$ cat src/rtl/jt89x.sv
`default_nettype none
// +----------------------------------------------------------------------------+
// | Module   : jt89x                                                           |
// | Purpose  : SN76489-style PSG: three square-wave tones, one LFSR noise       |
// |            channel, mono mix and optional stereo panning                   |
// |            (enabled by defining JT89X_STEREO_EN).                          |
// | Revision : 1.0                                                             |
// +----------------------------------------------------------------------------+
module jt89x #(
    parameter int TW  = 10,
    parameter int OW  = 10,
    parameter int DIV = 16,
    parameter int NW  = 16
) (
    input  logic                 clk,
    input  logic                 rst,
    input  logic                 clken,
    input  logic                 wr_n,
    input  logic [7:0]           din,
    input  logic                 stereo_wr,
    output logic signed [OW-1:0] ch0,
    output logic signed [OW-1:0] ch1,
    output logic signed [OW-1:0] ch2,
    output logic signed [OW-1:0] noise,
    output logic signed [OW+1:0] sound,
    output logic signed [OW+1:0] left,
    output logic signed [OW+1:0] right
);

    localparam int              c_pw   = (DIV > 1) ? $clog2(DIV) : 1;
    localparam logic [TW-1:0]   c_one  = TW'(1);
    localparam logic [NW-1:0]   c_seed = {1'b1, {(NW-1){1'b0}}};

    logic                 r_wr_n;
    logic                 w_wr_en;
    logic [2:0]           r_latch;
    logic [TW-1:0]        r_tone [0:2];
    logic [3:0]           r_vol  [0:3];
    logic [2:0]           r_ctrl3;
    logic                 r_nrst;
    logic [c_pw-1:0]      r_pre;
    logic                 w_tick;
    logic [TW-1:0]        r_cnt  [0:2];
    logic [2:0]           r_f;
    logic [2:0]           w_f_next;
    logic [5:0]           r_ndiv;
    logic [5:0]           w_ndiv_next;
    logic [5:0]           w_nlast;
    logic                 r_fnz;
    logic                 w_fnz_next;
    logic                 w_fb;
    logic [NW-1:0]        r_lfsr;
    logic [NW-1:0]        w_lfsr_next;
    logic signed [OW-1:0] r_ch   [0:3];
    logic signed [OW+1:0] w_sound;

    function automatic logic signed [OW-1:0] amp(input logic [3:0] v, input logic pos);
        logic [9:0]    a;
        logic [OW-1:0] s;
        case (v)
            4'd0:    a = 10'd511;
            4'd1:    a = 10'd406;
            4'd2:    a = 10'd322;
            4'd3:    a = 10'd256;
            4'd4:    a = 10'd203;
            4'd5:    a = 10'd161;
            4'd6:    a = 10'd128;
            4'd7:    a = 10'd102;
            4'd8:    a = 10'd81;
            4'd9:    a = 10'd64;
            4'd10:   a = 10'd51;
            4'd11:   a = 10'd40;
            4'd12:   a = 10'd32;
            4'd13:   a = 10'd26;
            4'd14:   a = 10'd20;
            default: a = 10'd0;
        endcase
        s = OW'(a >> (10 - OW));
        return pos ? $signed(s) : -$signed(s);
    endfunction

    function automatic logic signed [OW+1:0] sext(input logic signed [OW-1:0] x);
        return {{2{x[OW-1]}}, x};
    endfunction

    // A write is taken only on the falling edge of wr_n, whatever clken does.
    assign w_wr_en = ~wr_n & r_wr_n;

    always_ff @(posedge clk) begin
        if (rst) begin
            r_wr_n  <= 1'b1;
            r_latch <= 3'b000;
            r_ctrl3 <= 3'b100;
            r_nrst  <= 1'b0;
            for (int n = 0; n < 3; n++) r_tone[n] <= '0;
            for (int n = 0; n < 4; n++) r_vol[n] <= 4'hF;
        end else begin
            r_wr_n <= wr_n;
            r_nrst <= 1'b0;
            if (w_wr_en) begin
                if (din[7]) begin
                    r_latch <= din[6:4];
                    if (din[4]) begin
                        r_vol[din[6:5]] <= din[3:0];
                    end else begin
                        case (din[6:5])
                            2'b00:   r_tone[0][3:0] <= din[3:0];
                            2'b01:   r_tone[1][3:0] <= din[3:0];
                            2'b10:   r_tone[2][3:0] <= din[3:0];
                            default: begin
                                r_ctrl3 <= din[2:0];
                                r_nrst  <= 1'b1;
                            end
                        endcase
                    end
                end else if (r_latch[0]) begin
                    r_vol[r_latch[2:1]] <= din[3:0];
                end else begin
                    case (r_latch[2:1])
                        2'b00:   r_tone[0][TW-1:4] <= din[TW-5:0];
                        2'b01:   r_tone[1][TW-1:4] <= din[TW-5:0];
                        2'b10:   r_tone[2][TW-1:4] <= din[TW-5:0];
                        default: ;
                    endcase
                end
            end
        end
    end

    assign w_tick = clken && (r_pre == c_pw'(DIV - 1));

    always_ff @(posedge clk) begin
        if (rst)        r_pre <= '0;
        else if (clken) r_pre <= w_tick ? '0 : r_pre + 1'b1;
    end

    // Periods 0 and 1 pin the flip-flop high so the channel acts as a DC level.
    always_comb begin
        w_f_next = r_f;
        for (int n = 0; n < 3; n++) begin
            if (r_tone[n] <= c_one)     w_f_next[n] = 1'b1;
            else if (r_cnt[n] <= c_one) w_f_next[n] = ~r_f[n];
        end
    end

    always_ff @(posedge clk) begin
        if (rst) begin
            for (int n = 0; n < 3; n++) r_cnt[n] <= '0;
            r_f <= '0;
        end else if (w_tick) begin
            for (int n = 0; n < 3; n++)
                r_cnt[n] <= (r_cnt[n] <= c_one) ? r_tone[n] : r_cnt[n] - 1'b1;
            r_f <= w_f_next;
        end
    end

    always_comb begin
        case (r_ctrl3[1:0])
            2'b00:   w_nlast = 6'd15;
            2'b01:   w_nlast = 6'd31;
            default: w_nlast = 6'd63;
        endcase
        w_fnz_next  = r_fnz;
        w_ndiv_next = r_ndiv;
        if (r_ctrl3[1:0] == 2'b11) begin
            w_fnz_next = w_f_next[2];
        end else if (r_ndiv >= w_nlast) begin
            w_ndiv_next = '0;
            w_fnz_next  = ~r_fnz;
        end else begin
            w_ndiv_next = r_ndiv + 1'b1;
        end
        w_fb        = r_ctrl3[2] ? (r_lfsr[0] ^ r_lfsr[3]) : r_lfsr[0];
        w_lfsr_next = r_lfsr;
        if (w_tick && w_fnz_next && !r_fnz)
            w_lfsr_next = (r_lfsr == '0) ? c_seed : {w_fb, r_lfsr[NW-1:1]};
        // A noise-control write reseeds one cycle later, overriding any shift.
        if (r_nrst)
            w_lfsr_next = c_seed;
    end

    always_ff @(posedge clk) begin
        if (rst) begin
            r_ndiv <= '0;
            r_fnz  <= 1'b0;
            r_lfsr <= c_seed;
        end else begin
            r_lfsr <= w_lfsr_next;
            if (w_tick) begin
                r_ndiv <= w_ndiv_next;
                r_fnz  <= w_fnz_next;
            end
        end
    end

    always_ff @(posedge clk) begin
        if (rst) begin
            for (int n = 0; n < 4; n++) r_ch[n] <= '0;
        end else if (w_tick) begin
            for (int n = 0; n < 3; n++) r_ch[n] <= amp(r_vol[n], w_f_next[n]);
            r_ch[3] <= amp(r_vol[3], w_lfsr_next[0]);
        end
    end

    assign ch0     = r_ch[0];
    assign ch1     = r_ch[1];
    assign ch2     = r_ch[2];
    assign noise   = r_ch[3];
    assign w_sound = sext(r_ch[0]) + sext(r_ch[1]) + sext(r_ch[2]) + sext(r_ch[3]);
    assign sound   = w_sound;

`ifdef JT89X_STEREO_EN
    logic [7:0]           r_pan;
    logic signed [OW+1:0] w_left;
    logic signed [OW+1:0] w_right;

    always_ff @(posedge clk) begin
        if (rst)            r_pan <= 8'hFF;
        else if (stereo_wr) r_pan <= din;
    end

    always_comb begin
        w_left  = '0;
        w_right = '0;
        for (int n = 0; n < 4; n++) begin
            if (r_pan[4+n]) w_left  = w_left  + sext(r_ch[n]);
            if (r_pan[n])   w_right = w_right + sext(r_ch[n]);
        end
    end

    assign left  = w_left;
    assign right = w_right;
`else
    logic w_unused;
    assign w_unused = stereo_wr;
    assign left     = w_sound;
    assign right    = w_sound;
`endif

endmodule
`default_nettype wire

$ cat config.mk
export PLATFORM = sky130hd
export DESIGN_NAME = jt89x
export DESIGN_NICKNAME = d
export VERILOG_FILES = /design/src/rtl/jt89x.sv
export SDC_FILE = /design/constraint.sdc
export NUM_CORES = 1
export LEC_CHECK = 0
export ABC_AREA = 1
export BUFFER_PORTS_ARGS = -buffer_cell sky130_fd_sc_hd__buf_2
export CAP_MARGIN = 10
export CORE_ASPECT_RATIO = 2
export CORE_UTILIZATION = 25
export CTS_BUF_LIST = sky130_fd_sc_hd__clkbuf_4
export CTS_CLUSTER_SIZE = 24
export DETAILED_ROUTE_END_ITERATION = 8
export GPL_TIMING_DRIVEN = 0
export PLACE_DENSITY = 0.52
export SLEW_MARGIN = 10
export SYNTH_ARGS = -nofsm -noshare
export SYNTH_HDL_FRONTEND = slang
export SYNTH_SLANG_ARGS = --single-unit
$ cat constraint.sdc
create_clock -name clk -period 3.4 [get_ports clk]
set_clock_uncertainty 0.15 [all_clocks]
set_input_delay 0.17 -clock clk [delete_from_list [all_inputs] [get_ports clk]]
set_output_delay 0.17 -clock clk [all_outputs]
set_load 0.01 [all_outputs]
==> impl_metrics.py, run 1 <==
metrics = {
    "status": {
        "status": "finished, violations left",
        "violations": "setup timing",
    },
    "timing": {
        "report.final.slew_viol_count": 0,
        "grt_setup_unrepaired": "true",
        "clock.fmax_ghz": 0.250,
        "report.final.hold_viol_count": 0,
        "finalSetupViolations": 29,
        "period_needed_ns": 4.01,
        "fin_hold_ws_ns": 0.170,
        "maxSlewHeadroom_pct": 37.0,
        "setup_ws_ns": -0.608,
        "tightest_slew_ns": 0.939,
        "finalCritPeriodShare_pct": 118,
    },
    "power": {
        "max-vdd-ir-drop_mv": 0.194,
        "leakage_uw": 0.00502,
        "post-layout-total-power_uw": 4730,
        "power.density_mw_per_mm2": 403,
    },
    "synth": {
        "synth_area_mm2": 0.00960,
        "avgSynthCellArea_um2": 8.66,
        "synth.yosys.warnings": 0,
        "fraction_of_the_mapped_netlist_area_in_compound_gates_pct": 13.3,
        "synthesized_net_count": 1185,
        "synth_top_family_by_area": "simple AND/OR/NAND/NOR gates",
        "post_synth_adder_cell_area_pct": 9.85,
        "post_synth_edffs": 116,
        "yosys-mux-area-fraction_pct": 0,
        "most_used_flip_flop_cell_after_synthesis": "sky130_fd_sc_hd__edfxtp_1",
        "synth_simple_gate_area_share_pct": 19.4,
        "synth_cells": 1109,
        "synth_xor_xnor_area_share_pct": 2.92,
        "netlist-cell-type-count": 55,
        "synth-seq-area-share_pct": 44.2,
        "synth.ff_latch_count": 154,
        "postSynth.asyncResetShare_pct": 0,
    },
    "worst_setup_path": {
        "critPathSlowestCell": "sky130_fd_sc_hd__fa_1",
        "timing.critical_path.max_delay_family": "adder cells",
        "crit_path_dat_ns": 3.69,
        "worst_setup_path_end_kind": "output pin",
        "cp_data_required_time_ns": 3.08,
        "critical_path_class": "register to output pin",
        "crit_path_cell_trace": "inv_2 > fa_1 > fa_1 > inv_1 > ha_4 > nand2_1 > inv_1 > a21oi_4 > buf_4 > buf_6 > buf_6 > buf_6 > buf_6 > xnor2_4 > buf_4 > buf_2",
        "worst_path_largest_cell_delay_ns": 0.52,
        "timing.critical_path.fanout_max": 5,
        "worst_setup_path_startpoint": "r_ch[3][5]",
        "crit-reg2reg-launch": "r_vol[0][0]",
        "critical_path_buf_inv_count": 10,
        "worst_path_most_repeated_cell": "sky130_fd_sc_hd__buf_6",
        "critPathLaunchType": "register",
    },
    "placed_design": {
        "detailedPlace.worstSlack_ns": -0.357,
        "finalWeightedCongestion": 0.880,
        "place_hpwl_um": 19400,
        "buffer_ports.inserted": 87,
        "placement.cell_area_mm2": 0.0106,
    },
    "clock_tree": {
        "cts_buffer_depth": 2,
        "cts_inserted_buffers": 17,
        "clock_tree_from_tritoncts": "yes",
        "worstSkewPairLatency_ns": 0.61,
        "cts_sinks": 154,
        "cts.root.buffer_cell": "sky130_fd_sc_hd__clkbuf_4",
        "path_clk_slew_ns": 0.13,
        "htree_num_levels": 4,
    },
    "floorplan": {
        "die-height_um": 279,
        "io_pins": 89,
        "die_area_mm2": 0.0392,
        "floorplan.initialDensity_pct": 25.3,
        "core_region_area_mm2": 0.0379,
        "chipWidth_um": 141,
        "placementRows": 101,
    },
    "global_routing": {
        "pin_count_of_the_biggest_net_entering_global_routing": 42,
        "gr-usage-all-layers_pct": 12.8,
        "grt_pass1_wl_um": 38500,
        "vias_in_the_first_global_route": 7760,
        "initial_antenna_violation_count": 1,
        "grt_remaining_overflow": 0,
    },
    "drt": {
        "vias": 7816,
        "route.final.wire_length_um": 24500,
        "drc_errors": 0,
        "drt-wirelength-per-cell_um": 14.2,
        "drt_pass1_iterations": 7,
        "dr.first_iter.drc_count": 462,
        "avgViaCountPerCell": 4.52,
        "detail-route-antenna-nets": 0,
    },
    "finish": {
        "fin_nets": 1330,
        "layout.cells.most_common_list": "sky130_fd_sc_hd__nand2_1 (178), sky130_fd_sc_hd__inv_1 (153), sky130_fd_sc_hd__edfxtp_1 (116), sky130_fd_sc_hd__nor2_1 (108), sky130_fd_sc_hd__a21oi_1 (79)",
        "ff_latch_area_mm2": 0.00424,
        "drive_gt1_share_pct": 21.5,
        "fin_area_mm2": 0.0117,
        "n_fill_cell": 3974,
        "multi_input_comb_area_mm2": 0.00463,
        "area.growth.synth_to_final_pct": 22.3,
        "layout_commonest_cell": "sky130_fd_sc_hd__nand2_1",
        "final_core_utilization_pct": 31.0,
    },
    "worst_hold_path": {
        "min-delay-path-class": "input port to register",
        "min-delay-start": "wr_n",
    },
    "job": {
        "cap_viol_max_count": 0,
    },
}
## metal layers
| layer | wire length [µm] | track usage, % | up-vias |
|---|---|---|---|
| met2 | 14100 | 26.5 | 161 |
| met4 | 1130 | 6.69 | 0 |
| met5 | 0 | 0 | - |
| li1 | - | - | 3956 |
| met1 | 8670 | 11.5 | 3648 |
| met3 | 659 | 1.97 | 51 |
## final cells by class
cell class / count / share of cell area (%)
sequential: 154 / 36.1
buffer: 50 / 2.97
multi-input combinational: 731 / 39.4
tap: 463 / 4.93
antenna: 1 / 0.0213
clock buffer: 17 / 1.09
timing repair buffer: 126 / 8.01
clock inverter: 15 / 1.81
inverter: 174 / 5.60
## path summary, 6_finish.rpt
check | endpoint | slack [ns] | depth (start not counted)
worst max-delay path | right[6] | -0.61 | 16
worst min-delay path | r_wr_n | 0.17 | 4
worst max register to register | r_ch[0][8] | 0.62 | 12
worst min register to register | r_lfsr[5] | 0.34 | 2
## kinds of logic (layout without fill, tap and decap cells)
family                   after synthesis  in the layout
flip-flops                           154            154
other                                  0              1
AND/OR/NAND/NOR                      413            413
XOR/XNOR                              32             32
AO/OA/AOI/OAI                        223            223
adder cells (fa/ha/maj)               63             63
buffers and inverters                224            382
## tightest hold or removal path: cells and delay by family
family,cells,cell delay [ns]
buffers and inverters,3,0.68
and+or+nand+nor,1,0.05
## cells in the mapped netlist (all sizes together) (4+ instances only)
| library cell | instances | area [µm²] |
|---|---|---|
| a211oi | 6 | 45.0 |
| a21oi | 88 | 459 |
| a31oi | 8 | 50.1 |
| buf | 37 | 272 |
| clkbuf | 13 | 58.8 |
| dfxtp | 38 | 761 |
| edfxtp | 116 | 3480 |
| fa | 21 | 420 |
| ha | 42 | 526 |
| inv | 172 | 651 |
| nand2 | 190 | 738 |
| nand3 | 53 | 313 |
| nand4 | 4 | 25.0 |
| nor2 | 117 | 482 |
| nor3 | 32 | 196 |
| nor3b | 4 | 30.0 |
| nor4 | 6 | 37.5 |
| o21a | 7 | 52.6 |
| o21ai | 87 | 458 |
| o22ai | 5 | 31.3 |
| o31ai | 6 | 45.0 |
| or2 | 6 | 37.5 |
| xnor2 | 8 | 70.1 |
| xor2 | 24 | 210 |
## flip-flops by register name (all words and copies together) (netlist names)
signal and flops:
r_ch 40, r_cnt 30, r_ctrl3 3, r_f 3, r_fnz 1, r_latch 3, r_lfsr 16, r_ndiv 6
r_nrst 1, r_pre 4, r_tone 30, r_vol 16, r_wr_n 1
## power breakdown
part           switching [µW]  internal, µW  total (µW)
logic                     597           707        1300
registers                37.0          2070        2110
clock network             724           601        1320
total                    1360          3380        4730
## per-stage QoR
| step | setup TNS, ns | std cells |
|---|---|---|
| final | -10.18 | 1731 |
| after global placement | -79.60 | 1659 |
| after CTS | -11.68 | 1722 |
| after detailed placement | -2.34 | 1660 |
| after floorplan | 0 | 1109 |
| after global routing | -14.70 | 1731 |
## what timing repair did
action,CTS,global route
endpoints found under the setup margin,30,30
resized for setup,55,34
pin swaps,16,14
hold buffers,18,0
hold endpoints to repair,72,0
setup buffers,12,8
No activity file was read; power rests on OpenSTA's default activity.
==> run 2: changes to the inputs <==
--- a/config.mk
+++ b/config.mk
@@ -5,7 +5,7 @@
 export SDC_FILE = /design/constraint.sdc
 export NUM_CORES = 1
 export LEC_CHECK = 0
-export ABC_AREA = 1
+export ABC_AREA = 0
 export BUFFER_PORTS_ARGS = -buffer_cell sky130_fd_sc_hd__buf_2
 export CAP_MARGIN = 10
 export CORE_ASPECT_RATIO = 2
@@ -15,6 +15,7 @@
 export DETAILED_ROUTE_END_ITERATION = 8
 export GPL_TIMING_DRIVEN = 0
 export PLACE_DENSITY = 0.52
+export SKIP_CTS_REPAIR_TIMING = 1
 export SLEW_MARGIN = 10
 export SYNTH_ARGS = -nofsm -noshare
 export SYNTH_HDL_FRONTEND = slang
==> run 2 against run 1 <==
  * The flow still finishes with violations (setup timing)
  * Count of clock-buffer cells in the layout stayed put
  * Power is 4.0% lower
  * Non-clock buffer count is 6 lower
  * Sequential share of layout area is 0.99 points higher
  * Critical path depth is 2 lower
  * Die area is 0.18% higher
  * Fmax is 13% lower
  * Largest cell class unchanged
  * Combinational power is 7% lower
==> impl_metrics.py, run 2 <==
metrics = {
    "status": {
        "status": "finished, violations left",
        "violations": "setup timing",
    },
    "drt": {
        "drt-wirelength-per-cell_um": 16.2,
        "drc_errors": 0,
        "detail-route-antenna-nets": 0,
        "avgViaCountPerCell": 4.77,
        "vias": 7548,
        "route.final.wire_length_um": 25600,
        "drt_pass1_iterations": 5,
        "dr.first_iter.drc_count": 314,
    },
    "placed_design": {
        "placement.cell_area_mm2": 0.0107,
        "place_hpwl_um": 20300,
        "finalWeightedCongestion": 0.871,
        "buffer_ports.inserted": 87,
        "dp.cells": 1529,
    },
    "finish": {
        "post_layout_nonfiller_instances": 1581,
        "biggestRegsByFlops": "r_ch x40, r_cnt x30, r_tone x30",
        "fin_area_mm2": 0.0114,
        "layout_commonest_cell": "sky130_fd_sc_hd__nor2_1",
        "n_fill_cell": 3939,
        "largest-register": "r_ch",
        "layout.cells.most_common_list": "sky130_fd_sc_hd__nor2_1 (117), sky130_fd_sc_hd__edfxtp_1 (116), sky130_fd_sc_hd__buf_2 (81), sky130_fd_sc_hd__nand2_1 (78), sky130_fd_sc_hd__inv_1 (68)",
        "final_core_utilization_pct": 30.1,
        "area.growth.synth_to_final_pct": 18.8,
        "fin_nets": 1180,
        "drive_gt1_share_pct": 20.4,
        "largest_register_ffs": 40,
    },
    "power": {
        "sequentialPowerShare_pct": 46.5,
        "internal-power_uw": 3190,
        "power.density_mw_per_mm2": 398,
        "power_frac_clock_pct": 26.8,
        "post-layout-total-power_uw": 4540,
        "max-vdd-ir-drop_mv": 0.199,
        "leakage_uw": 0.00452,
        "combinationalPowerShare_pct": 26.7,
        "net_sw_share_pct": 29.9,
        "total_switching_power_uw": 1360,
    },
    "synth": {
        "synth.ff_latch_count": 154,
        "synthesized_net_count": 1054,
        "synth.cells.most_frequent": "sky130_fd_sc_hd__nor2_1 (117), sky130_fd_sc_hd__edfxtp_1 (116), sky130_fd_sc_hd__nand2_1 (80)",
        "post_synth_edffs": 116,
        "synth.largest_area_cell": "sky130_fd_sc_hd__edfxtp_1",
        "most_used_flip_flop_cell_after_synthesis": "sky130_fd_sc_hd__edfxtp_1",
        "synth_top_area_share_pct": 36.2,
        "synth.area.top_cells": "sky130_fd_sc_hd__edfxtp_1 (36%), sky130_fd_sc_hd__dfxtp_1 (7.9%), sky130_fd_sc_hd__ha_1 (5.5%), sky130_fd_sc_hd__nor2_1 (4.6%), sky130_fd_sc_hd__fa_1 (4.4%)",
        "synth_area_mm2": 0.00962,
        "synth_cells": 978,
        "post-synth-top-count-cell": "sky130_fd_sc_hd__nor2_1",
        "postSynth.asyncResetShare_pct": 0,
        "synth.yosys.warnings": 0,
        "avgSynthCellArea_um2": 9.84,
        "synth-seq-area-share_pct": 44.1,
        "netlist-cell-type-count": 77,
    },
    "worst_setup_path": {
        "worst-r2r-cell-count": 6,
        "worst_setup_path_end_kind": "output pin",
        "timing.critical_path.fanout_max": 3,
        "crit-reg2reg-launch": "r_pre[0]",
        "crit_path_dat_ns": 4.29,
        "reg2reg_to": "r_ch[0][9]",
        "critical_path_class": "register to output pin",
        "critPathLaunchType": "register",
        "flop_to_flop_setup_slack_ns": 0.34,
        "cp_data_required_time_ns": 3.08,
    },
    "timing": {
        "report.final.slew_viol_count": 0,
        "report.final.hold_viol_count": 0,
        "maxSlewHeadroom_pct": 22.9,
        "period_needed_ns": 4.61,
        "fin_hold_ws_ns": 0.0609,
        "grt_setup_unrepaired": "true",
        "setup_ws_ns": -1.21,
        "finalSetupViolations": 29,
        "finalCritPeriodShare_pct": 136,
        "tightest_slew_ns": 1.15,
        "clock.fmax_ghz": 0.217,
    },
    "global_routing": {
        "initial_antenna_violation_count": 1,
        "groute.layer.met1.usage_pct": 12.0,
        "layer_with_the_highest_usage_after_global_routing": "met2",
        "pin_count_of_the_biggest_net_entering_global_routing": 45,
        "grt_pass1_wl_um": 40100,
        "gr-usage-all-layers_pct": 13.4,
        "use_met3_pct": 2.51,
        "grt_util_met2_pct": 27.4,
        "vias_in_the_first_global_route": 7661,
        "grt_remaining_overflow": 0,
    },
    "worst_hold_path": {
        "holdPathStages": 4,
        "hold_end": "r_ctrl3[2]",
        "min-delay-path-class": "input port to register",
        "min-delay-start": "rst",
    },
    "clock_tree": {
        "clock_tree_from_tritoncts": "yes",
        "cts.root.buffer_cell": "sky130_fd_sc_hd__clkbuf_4",
        "cts_sinks": 154,
        "htree_num_levels": 4,
        "worstSkewPairLatency_ns": 0.60,
        "path_clk_slew_ns": 0.14,
        "cts_buffer_depth": 2,
        "cts_inserted_buffers": 17,
    },
    "floorplan": {
        "io_pins": 89,
        "floorplan.initialDensity_pct": 25.4,
        "die_area_mm2": 0.0393,
        "core_region_area_mm2": 0.0379,
        "placementRows": 101,
        "die-height_um": 279,
        "chipWidth_um": 141,
    },
    "job": {
        "cap_viol_max_count": 0,
    },
}
[run 2: cell families (layout without fill, tap and decap cells)]
group	Yosys count	after routing	share of synthesized area, %
muxes	32	32	3.82
AOI/OAI and AO/OA	184	184	12.9
DFF	154	154	44.1
other	0	1	0
buffers and inverters	142	281	6.95
adders and majority gates	63	63	9.83
and+or+nand+nor	351	351	17.6
xor gates and xnor gates	52	52	4.73
[run 2: layout make-up]
class	count	area, µm²	area share [%]
Tap cell	463	579	5.07
Clock buffer	17	128	1.12
Sequential cell	154	4240	37.1
Antenna cell	1	2.50	0.0219
Clock inverter	15	181	1.59
Timing Repair Buffer	107	736	6.44
Inverter	79	297	2.59
Multi-Input combinational cell	682	4870	42.6
Buffer	63	394	3.45
[run 2: metal layers]
layer,part of all wire [%],vias up
met3,3.0,46
met4,3.9,0
li1,-,3704
met5,0,-
met1,34,3637
met2,59,161
[run 2: stage by stage]
step	worst slack [ns]	setup TNS, ns
finish	-1.21	-14.19
global route	-1.42	-19.17
CTS	-1.45	-20.65
detailed placement	-0.754	-4.84
global placement	-0.736	-50.24
floorplan	-0.434	-1.51
[run 2: how the worst max path moves through the flow]
| stage | from | endpoint | depth (start not counted) |
|---|---|---|---|
| 6_report | r_ch[3][1] | sound[11] | 14 |
| 4_1_cts | r_ch[3][1] | sound[11] | 14 |
| 3_5_place_dp | r_ch[3][1] | sound[11] | 14 |
| 3_3_place_gp | r_ch[3][1] | right[11] | 14 |
| 2_1_floorplan | r_ch[3][1] | right[11] | 13 |
| 5_1_grt | r_ch[3][1] | sound[11] | 14 |
[run 2: critical path, cell delays in order, from the launching register on]
cell and delay [ns]:
sky130_fd_sc_hd__edfxtp_1 0.53, sky130_fd_sc_hd__inv_2 0.09, sky130_fd_sc_hd__fa_1 0.42, sky130_fd_sc_hd__fa_1 0.50, sky130_fd_sc_hd__inv_2 0.04, sky130_fd_sc_hd__ha_4 0.15
sky130_fd_sc_hd__fa_2 0.34, sky130_fd_sc_hd__a21o_1 0.18, sky130_fd_sc_hd__a21oi_2 0.18, sky130_fd_sc_hd__o21ai_2 0.08, sky130_fd_sc_hd__o41a_1 0.37, sky130_fd_sc_hd__mux2i_2 0.19
sky130_fd_sc_hd__a2111oi_4 0.36, sky130_fd_sc_hd__buf_4 0.17, sky130_fd_sc_hd__buf_6 0.09
[run 2: power groups by stage]
| stage | Sequential [µW] | Clock [µW] | Combinational, µW |
|---|---|---|---|
| 5_1_grt | 2120 | 1340 | 1310 |
| 2_1_floorplan | 2150 | 0 | 649 |
| 6_report | 2110 | 1220 | 1210 |
| 3_5_place_dp | 2150 | 0 | 943 |
| 4_1_cts | 2110 | 1270 | 948 |
| 3_3_place_gp | 2160 | 0 | 926 |
==> run 3: changes to the inputs <==
--- a/config.mk
+++ b/config.mk
@@ -9,6 +9,7 @@
 export BUFFER_PORTS_ARGS = -buffer_cell sky130_fd_sc_hd__buf_2
 export CAP_MARGIN = 10
 export CORE_ASPECT_RATIO = 2
+export CORE_MARGIN = 5
 export CORE_UTILIZATION = 25
 export CTS_BUF_LIST = sky130_fd_sc_hd__clkbuf_4
 export CTS_CLUSTER_SIZE = 24
==> run 3 against run 2 <==
  * The run still ends with setup timing left
  * Power rose by 1.8%
  * Fmax fell by 0.50%
  * Count of clock-buffer cells in the layout did not move
  * Design area rose by 0.92%
  * Sequential share of layout area fell by 0.34 points
  * Flip-flop and latch count did not move
  * Register-to-register slack got worse by 0.05 ns
  * Routed wire length rose by 0.72%
  * First-iteration DRC count rose by 23%
  * Global-route usage fell by 1.6 points
  * Core utilization rose by 0.18 points
  * Sequential power barely moved
  * Critical path type unchanged
  * Critical endpoint unchanged
  * Highest routed layer unchanged
==> impl_metrics.py, run 3 (same netlist as run 2, synthesis figures left out) <==
metrics = {
    "status": {
        "status": "finished, violations left",
        "violations": "setup timing",
    },
    "floorplan": {
        "chipWidth_um": 149,
        "core_region_area_mm2": 0.0380,
        "die_area_mm2": 0.0427,
        "floorplan.initialDensity_pct": 25.3,
        "die-height_um": 287,
        "placementRows": 101,
        "io_pins": 89,
    },
    "drt": {
        "route.final.wire_length_um": 25800,
        "drt_pass1_iterations": 5,
        "vias": 7516,
        "avgViaCountPerCell": 4.60,
        "dr.first_iter.drc_count": 385,
        "drt-wirelength-per-cell_um": 15.8,
        "drc_errors": 0,
        "detail-route-antenna-nets": 0,
    },
    "finish": {
        "fin_nets": 1180,
        "post_layout_nonfiller_instances": 1633,
        "layout.cells.most_common_list": "sky130_fd_sc_hd__nor2_1 (116), sky130_fd_sc_hd__edfxtp_1 (116), sky130_fd_sc_hd__buf_2 (80), sky130_fd_sc_hd__nand2_1 (79), sky130_fd_sc_hd__inv_1 (76)",
        "largest-register": "r_ch",
        "final_core_utilization_pct": 30.3,
        "biggestRegsByFlops": "r_ch x40, r_cnt x30, r_tone x30",
        "largest_register_ffs": 40,
        "drive_gt1_share_pct": 19.7,
        "area.growth.synth_to_final_pct": 19.9,
        "n_fill_cell": 3982,
        "fin_area_mm2": 0.0115,
    },
    "timing": {
        "report.final.hold_viol_count": 0,
        "report.final.slew_viol_count": 0,
        "setup_ws_ns": -1.24,
        "finalSetupViolations": 28,
        "finalCritPeriodShare_pct": 136,
        "grt_setup_unrepaired": "true",
        "period_needed_ns": 4.64,
        "clock.fmax_ghz": 0.216,
        "tightest_slew_ns": 1.15,
        "maxSlewHeadroom_pct": 23.0,
    },
    "power": {
        "post-layout-total-power_uw": 4630,
        "leakage_uw": 0.00454,
        "combinationalPowerShare_pct": 26.6,
        "max-vdd-ir-drop_mv": 0.181,
        "internal-power_uw": 3270,
        "power_frac_clock_pct": 27.8,
        "total_switching_power_uw": 1360,
        "sequentialPowerShare_pct": 45.6,
        "power.density_mw_per_mm2": 401,
        "net_sw_share_pct": 29.4,
    },
    "job": {
        "cap_viol_max_count": 0,
    },
    "global_routing": {
        "vias_in_the_first_global_route": 7525,
        "grt_pass1_wl_um": 39500,
        "initial_antenna_violation_count": 1,
        "grt_remaining_overflow": 0,
        "pin_count_of_the_biggest_net_entering_global_routing": 42,
        "gr-usage-all-layers_pct": 11.9,
    },
    "worst_hold_path": {
        "holdPathStages": 4,
        "min-delay-path-class": "input port to register",
    },
    "worst_setup_path": {
        "flop_to_flop_setup_slack_ns": 0.29,
        "cp_data_required_time_ns": 3.08,
        "worst_setup_path_end_kind": "output pin",
        "critPathLaunchType": "register",
        "timing.critical_path.fanout_max": 3,
        "worst-r2r-cell-count": 6,
        "critical_path_class": "register to output pin",
        "crit_path_dat_ns": 4.32,
    },
    "clock_tree": {
        "cts_sinks": 154,
        "worstSkewPairLatency_ns": 0.60,
        "path_clk_slew_ns": 0.14,
        "cts_inserted_buffers": 17,
        "htree_num_levels": 4,
        "cts.root.buffer_cell": "sky130_fd_sc_hd__clkbuf_4",
        "cts_buffer_depth": 2,
        "clock_tree_from_tritoncts": "yes",
    },
    "placed_design": {
        "dp.cells": 1581,
        "place_hpwl_um": 20500,
        "detailedPlace.worstSlack_ns": -0.780,
        "finalWeightedCongestion": 0.846,
        "placement.cell_area_mm2": 0.0108,
        "buffer_ports.inserted": 87,
    },
}
==> run 3: power groups by stage <==
stage / sequential (µW) / combinational (µW) / clock, µW
floorplan: 2150 / 649 / 0
global placement: 2160 / 949 / 0
detailed placement: 2150 / 968 / 0
CTS: 2110 / 971 / 1340
global route: 2120 / 1330 / 1410
finish: 2110 / 1230 / 1280
==> run 3: area by class of cell <==
cell class	instances	area [µm²]	share of cell area, %
sequential	154	4240	36.8
tap	515	644	5.59
clock buffer	17	128	1.11
clock inverter	15	206	1.79
buffer	63	387	3.35
multi-input combinational	682	4880	42.3
antenna	1	2.50	0.0217
inverter	79	297	2.57
timing repair buffer	107	746	6.46
==> run 3: worst paths after layout <==
path | from | to
max reg2reg | r_cnt[0][3] | r_ch[0][8]
min | rst | r_ctrl3[2]
max | r_ch[3][1] | sound[11]
min reg2reg | r_lfsr[12] | r_lfsr[12]
==> run 3: worst max-delay path, stage by stage (launching register included) <==
cell                        delay [ns]
sky130_fd_sc_hd__edfxtp_1         0.50
sky130_fd_sc_hd__inv_2            0.10
sky130_fd_sc_hd__fa_1             0.43
sky130_fd_sc_hd__fa_1             0.51
sky130_fd_sc_hd__inv_2            0.05
sky130_fd_sc_hd__ha_4             0.15
sky130_fd_sc_hd__fa_2             0.34
sky130_fd_sc_hd__a21o_1           0.18
sky130_fd_sc_hd__a21oi_2          0.19
sky130_fd_sc_hd__o21ai_2          0.08
sky130_fd_sc_hd__o41a_1           0.37
sky130_fd_sc_hd__mux2i_2          0.19
sky130_fd_sc_hd__a2111oi_4        0.39
sky130_fd_sc_hd__buf_4            0.17
sky130_fd_sc_hd__buf_6            0.09
==> run 3: metrics by stage <==
step	TNS, ns	hold slack (ns)
floorplan	-1.51	0.133
global placement	-48.62	0.249
detailed placement	-4.78	0.260
finish	-16.14	0.0616
global route	-21.46	0.0604
CTS	-20.69	-0.387
==> run 3: routing by layer <==
metal | GRT usage (%) | vias to the layer above | wire [µm]
li1 | - | 3720 | -
met1 | 10.6 | 3633 | 8850
met2 | 24.6 | 131 | 15400
met3 | 2.54 | 32 | 860
met4 | 4.88 | 0 | 676
met5 | 0 | - | 0
